===== config.mk =====
export PLATFORM = sky130hd
export DESIGN_NAME = axi4_lite_master_seq_flat
export DESIGN_NICKNAME = d
export VERILOG_FILES = /design/src/rtl/axi4_lite_master_seq_if.sv /design/src/rtl/axi4_lite_master_seq.sv /design/src/flat_wrapper.sv
export SDC_FILE = /design/constraint.sdc
export NUM_CORES = 1
export LEC_CHECK = 0
export ABC_CLOCK_PERIOD_IN_PS = 1600
export BUFFER_PORTS_ARGS = -buffer_cell sky130_fd_sc_hd__buf_2
export CORE_ASPECT_RATIO = 0.8
export CORE_UTILIZATION = 46
export CTS_BUF_LIST = sky130_fd_sc_hd__clkbuf_4 sky130_fd_sc_hd__clkbuf_8
export DETAILED_ROUTE_END_ITERATION = 10
export MAX_ROUTING_LAYER = met4
export PLACE_DENSITY = 0.81
export SYNTH_ARGS = -nofsm -noshare
export SYNTH_HDL_FRONTEND = slang
export SYNTH_SLANG_ARGS = --single-unit

===== constraint.sdc =====
create_clock -name aclk -period 1.6 [get_ports aclk]
set_clock_uncertainty 0.15 [all_clocks]
set_input_delay 0.24 -clock aclk [delete_from_list [all_inputs] [get_ports aclk]]
set_output_delay 0.24 -clock aclk [all_outputs]
set_load 0.01 [all_outputs]

===== src/rtl/axi4_lite_master_seq_if.sv =====
// AXI4-Lite bus bundle between the command sequencer and a slave.
interface axi4_lite_master_seq_if #(
  parameter int addr_width = 3,
  parameter int data_width = 32,
  parameter int strb_width = 4
);
  logic                  awvalid;
  logic                  awready;
  logic [addr_width-1:0] awaddr;
  logic                  awprot;
  logic                  wvalid;
  logic                  wready;
  logic [data_width-1:0] wdata;
  logic [strb_width-1:0] wstrb;
  logic                  bvalid;
  logic                  bready;
  logic [1:0]            bresp;
  logic                  arvalid;
  logic                  arready;
  logic [addr_width-1:0] araddr;
  logic                  arprot;
  logic                  rvalid;
  logic                  rready;
  logic [data_width-1:0] rdata;
  logic [1:0]            rresp;

  modport master (
    output awvalid, awaddr, awprot, wvalid, wdata, wstrb, bready,
    output arvalid, araddr, arprot, rready,
    input  awready, wready, bvalid, bresp, arready, rvalid, rdata, rresp
  );

  modport slave (
    input  awvalid, awaddr, awprot, wvalid, wdata, wstrb, bready,
    input  arvalid, araddr, arprot, rready,
    output awready, wready, bvalid, bresp, arready, rvalid, rdata, rresp
  );
endinterface


===== src/rtl/axi4_lite_master_seq.sv =====
// Single-outstanding AXI4-Lite master driven by a one-at-a-time command port.
module axi4_lite_master_seq #(
  parameter int addr_width = 3,
  parameter int data_width = 32,
  parameter int strb_width = 4
) (
  input  logic                  aclk,
  input  logic                  aresetn,
  input  logic                  cmd_valid,
  output logic                  cmd_ready,
  input  logic                  cmd_write,
  input  logic [addr_width-1:0] cmd_addr,
  input  logic [data_width-1:0] cmd_wdata,
  input  logic [strb_width-1:0] cmd_wstrb,
  output logic                  rsp_valid,
  output logic [data_width-1:0] rsp_rdata,
  output logic [1:0]            rsp_resp,
  axi4_lite_master_seq_if.master axi
);

  typedef enum logic [2:0] {IDLE, WR, WRESP, RD_ADDR, RD_DATA, DONE} state_t;

  typedef struct packed {
    logic                  cmd_ready;
    logic                  awvalid;
    logic                  wvalid;
    logic                  bready;
    logic                  arvalid;
    logic                  rready;
    logic                  aw_done;
    logic                  w_done;
    logic [addr_width-1:0] awaddr;
    logic [addr_width-1:0] araddr;
    logic [data_width-1:0] wdata;
    logic [strb_width-1:0] wstrb;
    logic                  rsp_valid;
    logic [data_width-1:0] rsp_rdata;
    logic [1:0]            rsp_resp;
  } regs_t;

  state_t state_q, state_d;
  regs_t  r_q, r_d;

  // Every output is a flop; the next-state process computes their next values.
  always_ff @(posedge aclk or negedge aresetn) begin
    if (!aresetn) begin
      state_q       <= IDLE;
      r_q           <= '0;
      r_q.cmd_ready <= 1'b1;
    end else begin
      state_q <= state_d;
      r_q     <= r_d;
    end
  end

  // Next state and next registered outputs; cmd_ready stays low for the
  // rsp_valid cycle so a new command is only taken the cycle after it.
  always_comb begin
    state_d       = state_q;
    r_d           = r_q;
    r_d.rsp_valid = 1'b0;
    case (state_q)
      IDLE: begin
        r_d.cmd_ready = 1'b1;
        if (r_q.cmd_ready && cmd_valid) begin
          r_d.cmd_ready = 1'b0;
          if (cmd_write) begin
            r_d.awaddr  = cmd_addr;
            r_d.wdata   = cmd_wdata;
            r_d.wstrb   = cmd_wstrb;
            r_d.awvalid = 1'b1;
            r_d.wvalid  = 1'b1;
            r_d.aw_done = 1'b0;
            r_d.w_done  = 1'b0;
            state_d     = WR;
          end else begin
            r_d.araddr  = cmd_addr;
            r_d.arvalid = 1'b1;
            state_d     = RD_ADDR;
          end
        end
      end
      WR: begin
        if (r_q.awvalid && axi.awready) begin
          r_d.awvalid = 1'b0;
          r_d.aw_done = 1'b1;
        end
        if (r_q.wvalid && axi.wready) begin
          r_d.wvalid = 1'b0;
          r_d.w_done = 1'b1;
        end
        if (r_d.aw_done && r_d.w_done) begin
          r_d.bready = 1'b1;
          state_d    = WRESP;
        end
      end
      WRESP: begin
        if (r_q.bready && axi.bvalid) begin
          r_d.rsp_resp = axi.bresp;
          r_d.bready   = 1'b0;
          state_d      = DONE;
        end
      end
      RD_ADDR: begin
        if (r_q.arvalid && axi.arready) begin
          r_d.arvalid = 1'b0;
          r_d.rready  = 1'b1;
          state_d     = RD_DATA;
        end
      end
      RD_DATA: begin
        if (r_q.rready && axi.rvalid) begin
          r_d.rsp_rdata = axi.rdata;
          r_d.rsp_resp  = axi.rresp;
          r_d.rready    = 1'b0;
          state_d       = DONE;
        end
      end
      DONE: begin
        r_d.rsp_valid = 1'b1;
        r_d.cmd_ready = 1'b0;
        state_d       = IDLE;
      end
      default: state_d = IDLE;
    endcase
  end

  assign cmd_ready   = r_q.cmd_ready;
  assign rsp_valid   = r_q.rsp_valid;
  assign rsp_rdata   = r_q.rsp_rdata;
  assign rsp_resp    = r_q.rsp_resp;
  assign axi.awvalid = r_q.awvalid;
  assign axi.awaddr  = r_q.awaddr;
  assign axi.awprot  = 1'b0;
  assign axi.wvalid  = r_q.wvalid;
  assign axi.wdata   = r_q.wdata;
  assign axi.wstrb   = r_q.wstrb;
  assign axi.bready  = r_q.bready;
  assign axi.arvalid = r_q.arvalid;
  assign axi.araddr  = r_q.araddr;
  assign axi.arprot  = 1'b0;
  assign axi.rready  = r_q.rready;

endmodule


===== src/flat_wrapper.sv =====
// flat-port wrapper written by rule: the top's interface ports become plain ports
module axi4_lite_master_seq_flat 
#(
  parameter int addr_width = 3,
  parameter int data_width = 32,
  parameter int strb_width = 4
)
  (aclk, aresetn, cmd_valid, cmd_ready, cmd_write, cmd_addr, cmd_wdata, cmd_wstrb, rsp_valid, rsp_rdata, rsp_resp, axi_awvalid, axi_awaddr, axi_awprot, axi_wvalid, axi_wdata, axi_wstrb, axi_bready, axi_arvalid, axi_araddr, axi_arprot, axi_rready, axi_awready, axi_wready, axi_bvalid, axi_bresp, axi_arready, axi_rvalid, axi_rdata, axi_rresp);
  axi4_lite_master_seq_if #(.addr_width(addr_width), .data_width(data_width), .strb_width(strb_width)) axi_i ();
  input  logic aclk;
  input  logic aresetn;
  input  logic cmd_valid;
  output logic cmd_ready;
  input  logic cmd_write;
  input  logic [addr_width-1:0] cmd_addr;
  input  logic [data_width-1:0] cmd_wdata;
  input  logic [strb_width-1:0] cmd_wstrb;
  output logic rsp_valid;
  output logic [data_width-1:0] rsp_rdata;
  output logic [1:0] rsp_resp;
  output wire logic [$bits(axi_i.awvalid)-1:0] axi_awvalid;
  output wire logic [$bits(axi_i.awaddr)-1:0] axi_awaddr;
  output wire logic [$bits(axi_i.awprot)-1:0] axi_awprot;
  output wire logic [$bits(axi_i.wvalid)-1:0] axi_wvalid;
  output wire logic [$bits(axi_i.wdata)-1:0] axi_wdata;
  output wire logic [$bits(axi_i.wstrb)-1:0] axi_wstrb;
  output wire logic [$bits(axi_i.bready)-1:0] axi_bready;
  output wire logic [$bits(axi_i.arvalid)-1:0] axi_arvalid;
  output wire logic [$bits(axi_i.araddr)-1:0] axi_araddr;
  output wire logic [$bits(axi_i.arprot)-1:0] axi_arprot;
  output wire logic [$bits(axi_i.rready)-1:0] axi_rready;
  input wire logic [$bits(axi_i.awready)-1:0] axi_awready;
  input wire logic [$bits(axi_i.wready)-1:0] axi_wready;
  input wire logic [$bits(axi_i.bvalid)-1:0] axi_bvalid;
  input wire logic [$bits(axi_i.bresp)-1:0] axi_bresp;
  input wire logic [$bits(axi_i.arready)-1:0] axi_arready;
  input wire logic [$bits(axi_i.rvalid)-1:0] axi_rvalid;
  input wire logic [$bits(axi_i.rdata)-1:0] axi_rdata;
  input wire logic [$bits(axi_i.rresp)-1:0] axi_rresp;
  assign axi_awvalid = axi_i.awvalid;
  assign axi_awaddr = axi_i.awaddr;
  assign axi_awprot = axi_i.awprot;
  assign axi_wvalid = axi_i.wvalid;
  assign axi_wdata = axi_i.wdata;
  assign axi_wstrb = axi_i.wstrb;
  assign axi_bready = axi_i.bready;
  assign axi_arvalid = axi_i.arvalid;
  assign axi_araddr = axi_i.araddr;
  assign axi_arprot = axi_i.arprot;
  assign axi_rready = axi_i.rready;
  assign axi_i.awready = axi_awready;
  assign axi_i.wready = axi_wready;
  assign axi_i.bvalid = axi_bvalid;
  assign axi_i.bresp = axi_bresp;
  assign axi_i.arready = axi_arready;
  assign axi_i.rvalid = axi_rvalid;
  assign axi_i.rdata = axi_rdata;
  assign axi_i.rresp = axi_rresp;
  axi4_lite_master_seq #(.addr_width(addr_width), .data_width(data_width), .strb_width(strb_width)) u_core (.aclk(aclk), .aresetn(aresetn), .cmd_valid(cmd_valid), .cmd_ready(cmd_ready), .cmd_write(cmd_write), .cmd_addr(cmd_addr), .cmd_wdata(cmd_wdata), .cmd_wstrb(cmd_wstrb), .rsp_valid(rsp_valid), .rsp_rdata(rsp_rdata), .rsp_resp(rsp_resp), .axi(axi_i));
endmodule

==> reports/results.ini <==
[critical_path]
r2r_cells=4
cp-start-kind=flop
path_cells=nor3_4 -> and4_4 -> buf_12 -> mux2_4
path_buf_inv=1
cp.arrival_ns=1.84
end_kind=flop
cp_max_fo=23
slowest_delay_ns=0.43
crit_required_ns=1.68
slowest_stage=dfrtp_1
r2r-start=u_core.state_q[1]$_DFFE_PN0P_
reg2reg_to=u_core.axi.wdata[13]$_DFFE_PN0P_
rrSetupSlack_ns=-0.16
crit_family=simple AND/OR/NAND/NOR gates
worstSetupPathType=reg -> reg

[die]
num_io_pins=169
num_rows=31
start_util=0.4728
die_x_um=109.8
coreArea_um2=9037
fp.dieH_um=88.21
die_area_um2=9681

[synthesis]
synth.top_cell.area_share=0.5095
netlist_top_cells_area=dfrtp_1 51%, buf_4 14%, mux2_4 13%
ys_ff_latch=88
synth_cell_types=35
synthArstFlopShare=1.000
syn_area_per_cell_um2=13.56
synth_seq_area_share=0.5157
synth_most_common_cell=dfrtp_1
synth_common_cells=87 x dfrtp_1, 78 x buf_4, 38 x mux2_2, 38 x mux2_4, 11 x a21oi_1
synth_edf_count=0
synth_top_area_cell=dfrtp_1
syn_area_um2=4273
yosys_warnings=0
syn_inst=315
synth_ff_type=dfrtp_1

[min_path]
hp-class=in -> reg
min_to=u_core.r_q[78]$_DFFE_PN0P_
min_path_cells=3
hold_start=axi_awready

[route]
drc=0
vias=3010
dr.pass1.iters=4
ant_nets=0
drt-initial-drc-count=112
wl_mm=10.53
viasPerCell=4.778
avgRoutedWirePerCell_um=16.71

[clock_network]
clockBufferDepth=2
htreeDepth=3
path_clk_slew_ns=0.09
clk_latency_ns=0.35
cts_buffers=9
cts_tree=done
cts.sinks=88
cts_root_buf=clkbuf_8

[global_route]
grt_max_degree=40
antenna_found_initial=0
grt_overflow=0
track_usage=0.2170
grt_pass1_vias=3053
grt_pass1_wl_mm=15.10

[placed_design]
hpwl_mm=5.925
gp_congestion=0.8306
place_ws_ns=-0.1528
portBuffers=166
dp_cells=529

[flow_run]
cap_violations=0

[layout]
finalNonFillerCells=630
regArea_um2=2205
final_layout_size_suffix_gt1_frac=0.6019
final_core_util=0.6805
nets=594
n_antenna_cell=0
n_fill_cell=607
area_delta_synth_final_pct=43.92
multi_input_area_um2=1575

[run_status]
status=complete, but fails checks
violations=setup timing

[power_and_ir_drop]
p_per_area_nw_per_um2=722.5
power.total_uw=4443
p_leak_uw=0.003281
peakVddDrop_mv=0.4433

[timing]
finalSetupTns_ns=-8.729
hold_viol=0
fin_crit_ns=1.759
rsz0062_at_grt=yes
drv_slew=0
fin_ws_ns=-0.1595
fmax_mhz=568.4
setup_viol=77
finalCritPeriodShare=1.100

kinds of logic after synthesis:
logic type,synth area share
AO/OA/AOI/OAI,0.03748
buffers and inverters,0.1663
flip-flops,0.5157
multiplexers,0.2389
other,0.0008776
AND/OR/NAND/NOR,0.04070
report_power, final:
group | internal, uW | switching (uW) | total (uW)
sequential | 2220 | 0 | 2220
combinational | 204 | 121 | 325
clock | 1090 | 807 | 1900
worst min-delay path: cells and delay by family:
kind	cells	cell delay [ns]
buf+inv	1	0.10
simple gates	1	0.09
compound gates	1	0.07
routing by layer:
metal	up-vias	routed length (um)	global-route usage
met4	0	153	0.07030
li1	1383	-	-
met5	-	0	-
met2	129	5390	0.3739
met1	1481	4346	0.2481
met3	17	639	0.05432
worst max path at each step:
stage	end	from	depth (start not counted)	slack, ns
floorplan	u_core.axi.awaddr[0]$_DFFE_PN0P_	u_core.state_q[1]$_DFFE_PN0P_	5	-0.06
global placement	u_core.axi.araddr[2]$_DFFE_PN0P_	u_core.state_q[0]$_DFFE_PN0P_	5	-0.10
detailed placement	u_core.axi.wdata[17]$_DFFE_PN0P_	u_core.state_q[0]$_DFFE_PN0P_	4	-0.15
CTS	u_core.axi.wdata[13]$_DFFE_PN0P_	u_core.state_q[1]$_DFFE_PN0P_	4	-0.14
global route	u_core.axi.wdata[14]$_DFFE_PN0P_	u_core.state_q[1]$_DFFE_PN0P_	4	-0.21
finish	u_core.axi.wdata[13]$_DFFE_PN0P_	u_core.state_q[1]$_DFFE_PN0P_	4	-0.16
cell usage in the layout (no fill, tap or decap), drive strengths merged, types with 5 or more instances in the layout:
master       count
clkbuf          10
buf            201
nor3             5
dlygate4sd3     72
mux2            78
nor2             7
a31oi            6
a21oi           11
dfrtp           87
flip-flops by register name, summed over array words and instances (netlist names):
name,count
u_core.axi.wdata,32
u_core.rsp_rdata,32
u_core.axi.wstrb,4
u_core.axi.araddr,3
u_core.axi.awaddr,3
u_core.state_q,3
u_core.r_q,2
u_core.rsp_resp,2
u_core.axi.arvalid,1
u_core.axi.awvalid,1
u_core.axi.bready,1
u_core.axi.rready,1
u_core.axi.wvalid,1
u_core.cmd_ready,1
u_core.rsp_valid,1
through the flow:
stage | cell area (um^2) | hold slack (ns)
2_1_floorplan | 4353 | -0.2056
3_3_place_gp | 4852 | 0.03590
3_5_place_dp | 4852 | 0.03322
4_1_cts | 5969 | 0.02090
5_1_grt | 6150 | 0.03789
6_report | 6150 | 0.03463
area by class of cell:
class,instances,share of cell area
Sequential cell,88,0.3585
Clock buffer,10,0.02238
Inverter,2,0.001221
Multi-Input combinational cell,136,0.2562
Clock inverter,6,0.01872
Timing Repair Buffer,273,0.3196
Tap cell,115,0.02340
repair_timing:
item | 4_1_cts | 5_1_grt
setup buffers | 7 | 6
pin swaps | 1 | 6
gates resized for setup | 12 | 41
endpoints found under the hold margin | 123 | 0
cloned | 2 | 0
hold buffers | 72 | 0
setup endpoints to repair | 76 | 82
Power figures use the tool's default switching activity.
